`src/rtl/pmem_line_responder_pkg.sv`:
```
// Shared LC-3b memory types plus line-responder state and beat constants.
package lc3b_types;

    typedef logic [15:0]  lc3b_pmem_addr;
    typedef logic [127:0] lc3b_pmem_line;
    typedef logic [15:0]  lc3b_word;

    typedef enum logic [1:0] {
        IDLE     = 2'd0,
        RD_BURST = 2'd1,
        WR_BURST = 2'd2,
        RESP     = 2'd3
    } pmem_resp_state_t;

    localparam int unsigned PMEM_BEATS  = 8;
    localparam int unsigned PMEM_BEAT_W = 3;
    localparam int unsigned PMEM_TAG_W  = 12;

    // Byte address of one 16-bit beat within a line.
    function automatic lc3b_pmem_addr pmem_beat_addr(input logic [PMEM_TAG_W-1:0]  tag,
                                                     input logic [PMEM_BEAT_W-1:0] beat);
        return {tag, beat, 1'b0};
    endfunction

endpackage

```
`src/rtl/pmem_line_responder_beat_buffer.sv`:
```
// Line register for the responder: parallel snapshot load, indexed beat write and beat select.
module pmem_beat_buffer
    import lc3b_types::*;
#(
    parameter int unsigned WORD_W = 16,
    parameter int unsigned LINE_W = 128
) (
    input  logic                                clk,
    input  logic                                rst_n,
    input  logic                                load_i,
    input  logic [LINE_W-1:0]                   load_line_i,
    input  logic                                beat_we_i,
    input  logic [$clog2(LINE_W/WORD_W)-1:0]    beat_idx_i,
    input  logic [WORD_W-1:0]                   beat_wdata_i,
    output logic [LINE_W-1:0]                   line_next_o,
    output logic [WORD_W-1:0]                   beat_rdata_o
);

    localparam int unsigned BEATS = LINE_W / WORD_W;
    localparam int unsigned IDX_W = $clog2(BEATS);

    logic [LINE_W-1:0] line_q;
    logic [LINE_W-1:0] line_d;

    always_comb begin
        line_d = line_q;
        if (load_i) begin
            line_d = load_line_i;
        end else if (beat_we_i) begin
            for (int unsigned i = 0; i < BEATS; i++) begin
                if (beat_idx_i == IDX_W'(i)) begin
                    line_d[i*WORD_W +: WORD_W] = beat_wdata_i;
                end
            end
        end
    end

    always_comb begin
        beat_rdata_o = '0;
        for (int unsigned i = 0; i < BEATS; i++) begin
            if (beat_idx_i == IDX_W'(i)) begin
                beat_rdata_o = line_q[i*WORD_W +: WORD_W];
            end
        end
    end

    always_ff @(posedge clk or negedge rst_n) begin
        if (!rst_n) begin
            line_q <= '0;
        end else begin
            line_q <= line_d;
        end
    end

    // Exposes the post-update line so a completing read can capture its final beat.
    assign line_next_o = line_d;

endmodule

```
`src/rtl/pmem_line_responder.sv`:
```
// Cache pmem line responder: services 128-bit line reads/writes as 8-beat 16-bit SRAM bursts.
// Optional macro PMEM_LAST_LINE_EN keeps the last read line to answer repeat reads without a burst.
module pmem_line_responder
    import lc3b_types::*;
#(
    parameter int unsigned WORD_W = 16,
    parameter int unsigned LINE_W = 128
) (
    input  logic              clk,
    input  logic              rst_n,
    input  logic              pmem_read,
    input  logic              pmem_write,
    input  logic [15:0]       pmem_address,
    input  logic [LINE_W-1:0] pmem_wdata,
    output logic [LINE_W-1:0] pmem_rdata,
    output logic              pmem_resp,
    output logic              sram_req,
    output logic              sram_we,
    output logic [15:0]       sram_addr,
    output logic [WORD_W-1:0] sram_wdata,
    input  logic [WORD_W-1:0] sram_rdata,
    input  logic              sram_ack
);

    pmem_resp_state_t        state_q, state_d;
    logic [PMEM_BEAT_W-1:0]  beat_q, beat_d;
    logic [PMEM_TAG_W-1:0]   line_q, line_d;
    logic [LINE_W-1:0]       rdata_q, rdata_d;

    logic                    buf_load;
    logic                    buf_beat_we;
    logic [LINE_W-1:0]       buf_line_next;
    logic [WORD_W-1:0]       buf_beat_rdata;
    logic                    last_beat;

    logic                    unused_addr_bits;
    assign unused_addr_bits = ^pmem_address[3:0];

    assign last_beat = (beat_q == '1) && sram_ack;

`ifdef PMEM_LAST_LINE_EN
    logic                    valid_q;
    logic [PMEM_TAG_W-1:0]   tag_q;
    logic [LINE_W-1:0]       hold_q;
    logic                    hit;

    assign hit = valid_q && (tag_q == pmem_address[15:4]);
`endif

    always_comb begin
        state_d     = state_q;
        beat_d      = beat_q;
        line_d      = line_q;
        rdata_d     = rdata_q;
        buf_load    = 1'b0;
        buf_beat_we = 1'b0;
        case (state_q)
            IDLE: begin
                if (pmem_write) begin
                    line_d   = pmem_address[15:4];
                    buf_load = 1'b1;
                    beat_d   = '0;
                    state_d  = WR_BURST;
                end else if (pmem_read) begin
                    line_d  = pmem_address[15:4];
                    beat_d  = '0;
                    state_d = RD_BURST;
`ifdef PMEM_LAST_LINE_EN
                    if (hit) begin
                        rdata_d = hold_q;
                        state_d = RESP;
                    end
`endif
                end
            end
            RD_BURST: begin
                if (sram_ack) begin
                    buf_beat_we = 1'b1;
                    beat_d      = beat_q + 1'b1;
                    if (last_beat) begin
                        rdata_d = buf_line_next;
                        state_d = RESP;
                    end
                end
            end
            WR_BURST: begin
                if (sram_ack) begin
                    beat_d = beat_q + 1'b1;
                    if (last_beat) begin
                        state_d = RESP;
                    end
                end
            end
            RESP:    state_d = IDLE;
            default: state_d = IDLE;
        endcase
    end

    always_ff @(posedge clk or negedge rst_n) begin
        if (!rst_n) begin
            state_q <= IDLE;
            beat_q  <= '0;
            line_q  <= '0;
            rdata_q <= '0;
        end else begin
            state_q <= state_d;
            beat_q  <= beat_d;
            line_q  <= line_d;
            rdata_q <= rdata_d;
        end
    end

`ifdef PMEM_LAST_LINE_EN
    // The held copy tracks the line buffer after a read, and the write snapshot on a tag match.
    always_ff @(posedge clk or negedge rst_n) begin
        if (!rst_n) begin
            valid_q <= 1'b0;
            tag_q   <= '0;
            hold_q  <= '0;
        end else if (state_q == RD_BURST && last_beat) begin
            valid_q <= 1'b1;
            tag_q   <= line_q;
            hold_q  <= buf_line_next;
        end else if (state_q == WR_BURST && last_beat && valid_q && tag_q == line_q) begin
            hold_q  <= buf_line_next;
        end
    end
`endif

    pmem_beat_buffer #(
        .WORD_W (WORD_W),
        .LINE_W (LINE_W)
    ) u_beat_buffer (
        .clk          (clk),
        .rst_n        (rst_n),
        .load_i       (buf_load),
        .load_line_i  (pmem_wdata),
        .beat_we_i    (buf_beat_we),
        .beat_idx_i   (beat_q),
        .beat_wdata_i (sram_rdata),
        .line_next_o  (buf_line_next),
        .beat_rdata_o (buf_beat_rdata)
    );

    assign pmem_rdata = rdata_q;
    assign pmem_resp  = (state_q == RESP);
    assign sram_req   = (state_q == RD_BURST) || (state_q == WR_BURST);
    assign sram_we    = (state_q == WR_BURST);
    assign sram_addr  = pmem_beat_addr(line_q, beat_q);
    assign sram_wdata = buf_beat_rdata;

endmodule

```
`config.mk`:
```
export PLATFORM = sky130hd
export DESIGN_NAME = pmem_line_responder
export DESIGN_NICKNAME = d
export VERILOG_FILES = /design/src/rtl/pmem_line_responder_pkg.sv /design/src/rtl/pmem_line_responder_beat_buffer.sv /design/src/rtl/pmem_line_responder.sv
export SDC_FILE = /design/constraint.sdc
export NUM_CORES = 1
export LEC_CHECK = 0
export CORE_MARGIN = 4
export CORE_UTILIZATION = 47
export CTS_BUF_LIST = sky130_fd_sc_hd__clkbuf_8
export CTS_CLUSTER_DIAMETER = 60
export DETAILED_ROUTE_END_ITERATION = 10
export PLACE_DENSITY = 0.81
export REMOVE_ABC_BUFFERS = 1
export SLEW_MARGIN = 30
export SYNTH_ARGS = -nofsm -noshare
export SYNTH_HDL_FRONTEND = slang
export SYNTH_HIERARCHICAL = 1
export SYNTH_SLANG_ARGS = --single-unit
```
`constraint.sdc`:
```
create_clock -name clk -period 2.1 [get_ports clk]
set_input_delay 0.42 -clock clk [delete_from_list [all_inputs] [get_ports clk]]
set_output_delay 0.42 -clock clk [all_outputs]
set_load 0.05 [all_outputs]
```
== Word-level counts from Yosys, hierarchy flattened ==
Index checks and enable logic that the tools add are counted.
Word-level totals
  output and inout bits: 163
  word-level logic and storage cells: 63
  bits of input ports: 165
  bits in registers: 273
Cells by class
  equality and inequality tests: 13
  muxes and demuxes: 33
  add/subtract/negate cells: 1
  reduce and logical (&&, ||, !) cells: 11
Operators by type and width (count)
  $mux W128: 2
  $mux W16: 16
  $mux W12: 2
  $eq A3 B3 Y1 const B: 4
  $mux W3: 3
  $reduce_and A3 Y1: 3
  $mux W2: 4
  $eq A3 B2 Y1 const B: 2
  $pmux W2 S3: 1
  $pmux W3 S2: 1
  $eq A2 B2 Y1 const B: 2
  $mux W1: 4
  $ne A2 B1 Y1 const B: 2
  $reduce_bool A2 Y1: 2
  $add A3 B1 Y3 const B: 1
  $eq A3 B1 Y1 const B: 1
  $logic_not A3 Y1: 1
  $ne A3 B3 Y1 const B: 1
  $eq A2 B1 Y1 const B: 1
  $logic_not A2 Y1: 1
  $reduce_and A2 Y1: 1
  $reduce_or A2 Y1: 1
  $logic_and A1 B1 Y1: 1
  $logic_or A1 B1 Y1: 1

== Logic depth before layout (Yosys ltp) ==
Gate-level depths: netlist (run 1).
  word-level depth: 9
  depth in mapped cells: 10
  gate-level depth less buffers: 7

== Cells and area by module ==
The synthesis (run 1) kept the hierarchy.
Modules (own cells, without submodules)
  pmem_beat_buffer: area an instance 7275.7 µm², times used 1, seq. area each 3203.1 µm², cells each 716
  pmem_line_responder: area an instance 6190.9 µm², times used 1, seq. area each 3628.5 µm², cells each 334

== Worst setup path before layout (run 1) ==
Ideal clock, no wire load.
  path kind: flip-flop to output port
  start: reg beat_q[0]
  end: out sram_wdata[0]
  data required time: 1.680 ns
  path slack: -0.685 ns
  stages on the path, launching flop included: 7
  buffers on the path: 3
  arrival time: 2.365 ns
  cells stage by stage: dfrtp_1 -> buf_6 -> buf_8 -> and3b_1 -> buf_2 -> a22oi_1 -> a32oi_1
On the way
  cells in the longest elaborated chain, start to end: 9
  elaborated cells between the ends (all ways): 16
  those cells by class: eq/ne (7); mux (8); reduce/logical (1)
RTL lines
  start: declaration: RTL line pmem_line_responder.sv:26  | logic [PMEM_BEAT_W-1:0] beat_q, beat_d;
  start signal: assignment: RTL line pmem_line_responder.sv:107  | beat_q <= beat_d;
  $logic_not A3 Y1: RTL line pmem_line_responder_beat_buffer.sv:41  | if (beat_idx_i == IDX_W'(i)) begin
  $mux W16 (7 in a row): RTL line pmem_line_responder_beat_buffer.sv:41
  $mux W16 (*): RTL line pmem_line_responder_beat_buffer.sv:41
  end: declaration: RTL line pmem_line_responder.sv:20  | output logic [WORD_W-1:0] sram_wdata,
Mark *: on every way between the ends. The rest lies on a longest branch, timed or not.

== Worst setup path in the final report (run 1) ==
  start: reg beat_q[0]
  end: out sram_wdata[10]
The elaborated chain is that of the path after synthesis.

==> results.md, run 1 <==
- The total power density per cell area is around 1400 nW/um2.
- The top flip-flop cell by instance count after synthesis is dfrtp_1.
- By area the synthesized netlist is led by dfrtp_1 (51%), mux2_4 (13%), mux2i_1 (11%).
- The final-report max-slew violation count came to 0.
- By count the netlist is led by dfrtp_1 (273), nand2_1 (147), mux2i_1 (144), o21ai_1 (128), mux2_4 (120).
- The global-route wire length before repair is approximately 67 mm.
- The placeable core region is approximately 28000 um2.
- For this block, the initial DRC count from the detailed router was approximately 870.
- Across every metal layer, demand over resource in global routing totals 27.4%.
- For this design, the sink count on the clock tree is 273.
- The clock transition at the registers of the reported paths is 0.06 ns.
- The first detailed-routing pass took 5 iterations.
- The number of enable flip-flop cells after synthesis is 0.
- The area occupied by registers is 6840 um2.
- In this run the critical register-to-register path is captured at pmem_rdata[51].
- The launch instance of the worst register-to-register path is beat_q[0].
- The final non-filler cell area is 20000 um2.
- Summed over all layers, the global routing overflow is 0.
- Summing over every cut layer, the via total after detailed routing is ~11000.
- At the worst endpoint, the required time is ~1.7 ns.
- After layout, the worst path uses 128% of the clock period.
- The count of fill cells added during filler insertion is 1884.
- The vias per cell is 5.55.
- The cell sitting at the root of the clock tree is a clkbuf_8.
- The final wirelength is ~45 mm.
- The kind of start point of the critical path is a flop.
- The post-route setup TNS is -8.71 ns.
- The floorplan step set the die height to 177 um.
- The netlist uses 36 different library cells.
- Compared with the post-synthesis result, the final layout area differs by 48.2%.
- The checks that failed: negative setup slack.
- The CTS tree is built.
- The maximum number of pins on one net before global-route repair is 71.
- The type of the most critical hold path is in -> async.
- The final critical delay including setup and external delays is 2.69 ns.
- The total placed instance area is 18100 um2.
- The post-synthesis async set-or-reset flop share is 100%.
- dfrtp_1 is the most common cell in the netlist.
- After synthesis, flip-flops and latches occupy 50.7% of the total area.
- A synthesized cell averages roughly 13 um2.
- Setup repair after global routing could not meet its margin everywhere.
- The average wire length per cell after detail routing is 23.4 um.
- Port buffering added 322 buffers.
- The termination of the worst setup path is sram_wdata[10].
- The floorplan has 61 rows.
- In this run the register-to-register setup slack is -0.06 ns.
- OpenSTA, run right after detailed placement, puts the worst setup slack at -0.433 ns.
- The clock passes through at most 3 buffers.
- The post-route worst setup slack is -0.592 ns.
- Cells with a size suffix above 1 make up 32.9% of the layout.
- The number of hold-slack violations in the final timing report is 0.
- The met2 track demand over resource in global routing is 46.1%.
- The final layout contains roughly 1700 nets.
- The gate count of the mapped netlist is 1050.
- The repair_antennas step left the layout with diodes totalling 0.
- Setup violations remaining at the end of the flow were counted as 53.
- The max-cap check violation count is 0.
- The die covers 31400 um2.
- The overall die width is 177 um.
- For this design the top-level I/O count stands at 328.
- The worst setup skew after layout is 0.0286 ns.
- The number of global-route vias before repair came to about 12000.
- The overall power is 27.6 mW.
- The fraction of synthesized cell area taken by the top area cell type is 50.7%.
- Headroom to the max-slew limit came out at 58.3%.
- The number of synthesized register bits is 273.
- IR analysis of the VDD net gives a maximum drop of roughly 0.67 mV.
- STA classifies the critical path endpoint as an output pin.
- In this run the number of H-tree levels came out at 2.
- For this run, design rule violations remaining after detail routing come to 0.
- For this run, global-route usage on met1 was measured as between 30% and 40%.
- The most congested layer reported by global routing is met2.
- The met3 track utilization from global routing is between 6 and 7%.
- The signal arrival time at the worst endpoint is 2.27 ns.
- The leakage component of the power is approximately 10 nW.
- The maximum fanout along the worst path is 8.
- The combined area of all synthesized cells is approximately 13000 um2.
- At the end of routability-driven placement, the weighted congestion stood at around 0.86.
- The initial core utilization is 48.1%.
- The type of the worst setup path is reg -> out.
- The number of antenna violations at the first check in global routing was 1.
- The area taken by multi-input logic gates is 6130 um2.
- The post-detailed-route count of antenna-violating nets is 0.
- dfrtp_1 takes more of the synthesized area than any other cell.
- The latest clock arrival within the worst-skew pair is 0.55 ns.
- The count of synthesis-stage warnings from yosys is 6.
- For the worst flop-to-flop path, the logic depth is 9.
- Detailed placement finished with a half-perimeter wire length of ~30 mm.
- The maximum clock frequency is 0.371 GHz.
- The flow ran to the end, but the final reports show violations.
- The TritonCTS buffer count is 47.
- The source of the critical timing path is beat_q[0].
- At the pin with the least slew margin, the transition time is 0.626 ns.
report_power, final:
| part | leakage [nW] | switching (mW) | internal [mW] |
|---|---|---|---|
| Sequential | 3.58 | 1.06 | 6.86 |
| Combinational | 6.02 | 7.96 | 6.91 |
| Clock | 0.541 | 2.16 | 2.67 |
critical path, stage by stage, from the launching register on:
cell,delay [ns]
dfrtp_4,0.55
buf_6,0.15
and3b_1,0.19
buf_6,0.17
a22oi_1,0.24
a32oi_2,0.13
buf_4,0.16
buf_12,0.14
sequential cells by signal, indices dropped and copies added (netlist names):
register,cells
beat_q,3
line_q,12
pmem_rdata,128
state_q,2
u_beat_buffer/line_q,128
worst min-delay path by stage:
| stage | start | endpoint | cells past startpoint |
|---|---|---|---|
| floorplan | rst_n | beat_q[0] | 0 |
| CTS | pmem_wdata[0] | u_beat_buffer/line_q[0] | 3 |
| detailed placement | rst_n | pmem_rdata[89] | 1 |
| finish | rst_n | pmem_rdata[89] | 2 |
| global placement | rst_n | pmem_rdata[89] | 1 |
| global route | pmem_wdata[125] | u_beat_buffer/line_q[125] | 3 |
through the flow:
step | hold WS (ns) | util, % | std cells
final | 0.449 | 71.3 | 1937
after global routing | 0.445 | 71.3 | 1937
after CTS | 0.413 | 69.5 | 1918
after detailed placement | 0.446 | 64.5 | 1809
after global placement | 0.450 | 64.5 | 1809
after floorplan | 0.124 | - | 956
layout make-up:
| cell class | count | share of cell area [%] |
|---|---|---|
| Timing Repair Buffer | 523 | 27.9 |
| Clock inverter | 20 | 0.533 |
| Tap cell | 378 | 2.37 |
| Multi-Input combinational cell | 677 | 30.7 |
| Inverter | 6 | 0.138 |
| Clock buffer | 60 | 4.14 |
| Sequential cell | 273 | 34.3 |
repair_timing:
item	in CTS	in global routing
hold endpoints to repair	58	0
pin swaps	13	18
setup buffers	19	23
hold buffers	1	0
cloned	9	3
endpoints found under the setup margin	257	145
resized for setup	188	84
kinds of logic (layout without fill, tap and decap cells):
group           Yosys count  count (layout)  share of synthesized area [%]
mux                     295             295                           27.5
flops                   273             273                           50.7
compound gates          198             198                           8.76
simple gates            175             175                           5.86
buf+inv                 100             609                           6.36
fa+ha+maj                 8               8                          0.743
other cells               1               1                         0.0278
routing by layer:
layer,share of wire [%],wire (um),vias to the layer above
met5,0.015,7,-
met1,39,17700,5361
met3,7.9,3560,135
met4,3.9,1760,2
li1,-,-,4698
met2,49,22300,548
placed cells by master (no fill, tap or decap), types with 11 or more instances in the layout:
cell type and n:
mux2_4 125, nand2b_1 11, buf_4 129, clkdlybuf4s50_1 159
buf_6 27, a22oi_1 13, mux2_2 15, o21ai_0 12
dfrtp_1 270, inv_1 18, buf_12 63, a211o_1 11
mux2i_1 133, o21ai_1 119, dlygate4sd2_1 133, clkbuf_8 60
nand2_1 139
Power figures use the tool's default switching activity.
==> run 2: changes to the inputs <==
--- a/config.mk
+++ b/config.mk
@@ -6,13 +6,13 @@
 export NUM_CORES = 1
 export LEC_CHECK = 0
 export CORE_MARGIN = 4
-export CORE_UTILIZATION = 47
+export CORE_UTILIZATION = 56
 export CTS_BUF_LIST = sky130_fd_sc_hd__clkbuf_8
 export CTS_CLUSTER_DIAMETER = 60
 export DETAILED_ROUTE_END_ITERATION = 10
-export PLACE_DENSITY = 0.81
+export PLACE_DENSITY = 0.89
 export REMOVE_ABC_BUFFERS = 1
-export SLEW_MARGIN = 30
+export SLEW_MARGIN = 20
 export SYNTH_ARGS = -nofsm -noshare
 export SYNTH_HDL_FRONTEND = slang
 export SYNTH_HIERARCHICAL = 1
==> constraint.sdc (replaced) <==
create_clock -name clk -period 3.5 [get_ports clk]
set_input_delay 0.7 -clock clk [delete_from_list [all_inputs] [get_ports clk]]
set_output_delay 0.7 -clock clk [all_outputs]
set_load 0.05 [all_outputs]
==> results.md, run 2 (synthesized netlist as in run 1, its figures left out) <==
- The latest clock arrival within the worst-skew pair is 0.55 ns.
- The path class of the tightest hold or removal check is in -> async.
- The I/O pin total is ~330.
- Summing all placed instances gives a cell area of 16900 um2.
- Registers take 6840 um2.
- The count of vias placed by the detailed router is 9907.
- Global routing finished with a remaining overflow of 0.
- Routability-driven placement finished with a final weighted congestion of between 0.8 and 0.9.
- In this run, post-CTS hold repair placed 0 buffers.
- The commonest non-fill, non-tap cell in the layout is clkdlybuf4s50_1.
- In the final layout, the multi-input gates occupy 5790 um2.
- The number of global-route vias before repair is around 11000.
- The initial core utilization is a little under three fifths.
- The vias per cell is 5.74.
- The combined buffer and inverter count along the critical path is 3.
- After layout, the design draws a total of 14.6 mW.
- The final period utilization is 95.8%.
- The clock period could shrink to 3.35 ns.
- The actual slew at the worst max-slew pin is roughly 0.66 ns.
- The count of input and output buffers is 322.
- In this run the worst path has a maximum fanout of 16.
- The global-route wire length before repair is 61.2 mm.
- The delay of the slowest cell on the worst path is 0.62 ns.
- The worst-case IR drop observed on VDD is slightly above 0.5 mV.
- The net count of the finished layout is ~1600.
- The post-detailed-route count of antenna-violating nets is 0.
- The overall die width is about 160 um.
- The floorplan row count is 56.
- With fillers left out, the area of the finished cells amounts to about 18000 um2.
- TritonCTS built the clock tree.
- Setup slack closes at 0.147 ns.
- The clock root buffer master is clkbuf_8.
- The number of antenna violations at the first check in global routing is 0.
- The maximum number of pins on one net before global-route repair is 92.
- The quantity of gates resized following cts is 0.
- The maximum clock path buffer count is 3.
- The kind of cell with the highest combined delay on the critical path is buffers and inverters.
- The die span in y is 163 um.
- The flow ran to the end, and the final reports show no timing, DRC or antenna violations.
- The total inserted antenna cells is 0.
- The tree built by TritonCTS fans out to about 270 sinks.
- Max-cap violations in this run came to 0.
- The DRC violation total after the first TritonRoute iteration is roughly 790.
- Walking the worst path, the cells encountered are buf_4 -> nor2b_2 -> buf_4 -> a22oi_1 -> a32oi_1 -> buf_12.
- Across all hold checks on the routed design, the worst slack comes to 0.163 ns.
- The area growth from synthesis to layout is 32.4%.
- Dividing the detail-routed wire length by the instance count gives 23.0 um.
- The normalized max-slew margin is 56.3%.
- The finished layout holds around 1700 standard cells, fillers aside.
- The core region is between 20000 and 25000 um2.
- The leakage component of the power is 8.44 nW.
- The final-report max-slew violation count was 0.
- After detailed routing, the number of remaining DRC violations is 0.
- The placed wire-length estimate after detailed placement is 27.3 mm.
- The pre-CTS setup slack is 0.388 ns.
- The type of the worst setup path is reg -> out.
- Data arrives at the worst endpoint at 2.65 ns.
- The worst setup skew after layout is 0.0188 ns.
- Of the cells placed in the final design, the portion with a size suffix greater than 1 is approximately 20%.
- Setup violations remaining at the end of the flow were counted as 0.
- The number of placed instances, taps included, is ~1600.
- The data required time of the worst path is 2.80 ns.
- After filler insertion, the fill cell instance count of the layout stands at 1460.
- STA classifies the critical path endpoint as an output pin.
- The total iterations of the first detailed-routing run is 5.
- CTS built an H-tree with a depth of 2.
- The total routing resource utilization after global routing is 29.6%.
- Among all stages on the critical path, the largest delay is contributed by dfrtp_4.
- In the layout the commonest cells are clkdlybuf4s50_1 (310), dfrtp_1 (270), nand2_1 (147).
- After detailed routing, the total wire length is 39.8 mm.
- The maximum clock frequency is 0.298 GHz.
- The TritonCTS buffer count is 44.
- The cell repeated most along the worst path is buf_4.
- Setup repair after global routing left no endpoint under its margin.
- The die covers 26600 um2.
- The number of hold-slack violations in the final timing report is 0.
- The kind of start point of the critical path is a flop.
- After clock tree synthesis, the clock-pin slew on the worst setup and hold paths is 0.07 ns.
- Dividing total power by cell area gives a power density of 818 nW/um2.
==> run 2: changes by cell type in the layout (fill, tap and decap cells not counted), sizes merged <==
| cell | change |
|---|---|
| buf | -160 |
| bufbuf | -1 |
| bufinv | -1 |
| clkbuf | -6 |
| clkdlybuf4s50 | +151 |
| clkinv | -4 |
| clkinvlp | +2 |
| dlygate4sd2 | -133 |
| dlygate4sd3 | -1 |
| inv | +2 |
==> run 2: where the power goes <==
group	internal (mW)	switching, mW	total [mW]
registers	4.11	0.616	4.73
logic	2.98	4.21	7.18
clock network	1.42	1.26	2.68
total	8.51	6.08	14.6
==> run 2: cell type report <==
class | instances | area share [%]
flip-flops and latches | 273 | 38.4
clock inverters | 19 | 0.442
inverters | 6 | 0.126
repair buffers | 377 | 22.0
well taps | 319 | 2.24
clock buffers | 56 | 4.32
multi-input cells | 677 | 32.5
==> run 2: stage by stage <==
step | TNS [ns] | util (%)
2_1_floorplan | -639.11 | -
3_3_place_gp | 0 | 72.0
3_5_place_dp | 0 | 72.0
4_1_cts | 0 | 75.6
5_1_grt | 0 | 75.7
6_report | 0 | 75.7
==> run 2: final timing paths <==
| path | from | end | slack, ns | depth (start not counted) |
|---|---|---|---|---|
| min | rst_n | pmem_rdata[105] | 0.16 | 1 |
| max in group asynchronous | rst_n | line_q[5] | 2.56 | 2 |
| max reg2reg | beat_q[0] | pmem_rdata[125] | 0.72 | 7 |
| max | beat_q[0] | sram_wdata[9] | 0.15 | 6 |
| min in group clk | line_q[8] | line_q[8] | 0.50 | 1 |
| min reg2reg | line_q[8] | line_q[8] | 0.50 | 1 |
==> run 2: per-layer routing <==
| metal | up-vias | GRT usage, % | share of wire, % |
|---|---|---|---|
| li1 | 4379 | - | - |
| met1 | 4960 | 38.4 | 40 |
| met2 | 457 | 49.8 | 49 |
| met3 | 111 | 6.38 | 7.4 |
| met4 | 0 | 10.3 | 3.8 |
| met5 | - | 0 | 0 |
==> run 2: repair_timing <==
action                     in CTS  in global routing
pin swaps                       0                  0
setup endpoints to repair       8                  3
buffers inserted                1                  3
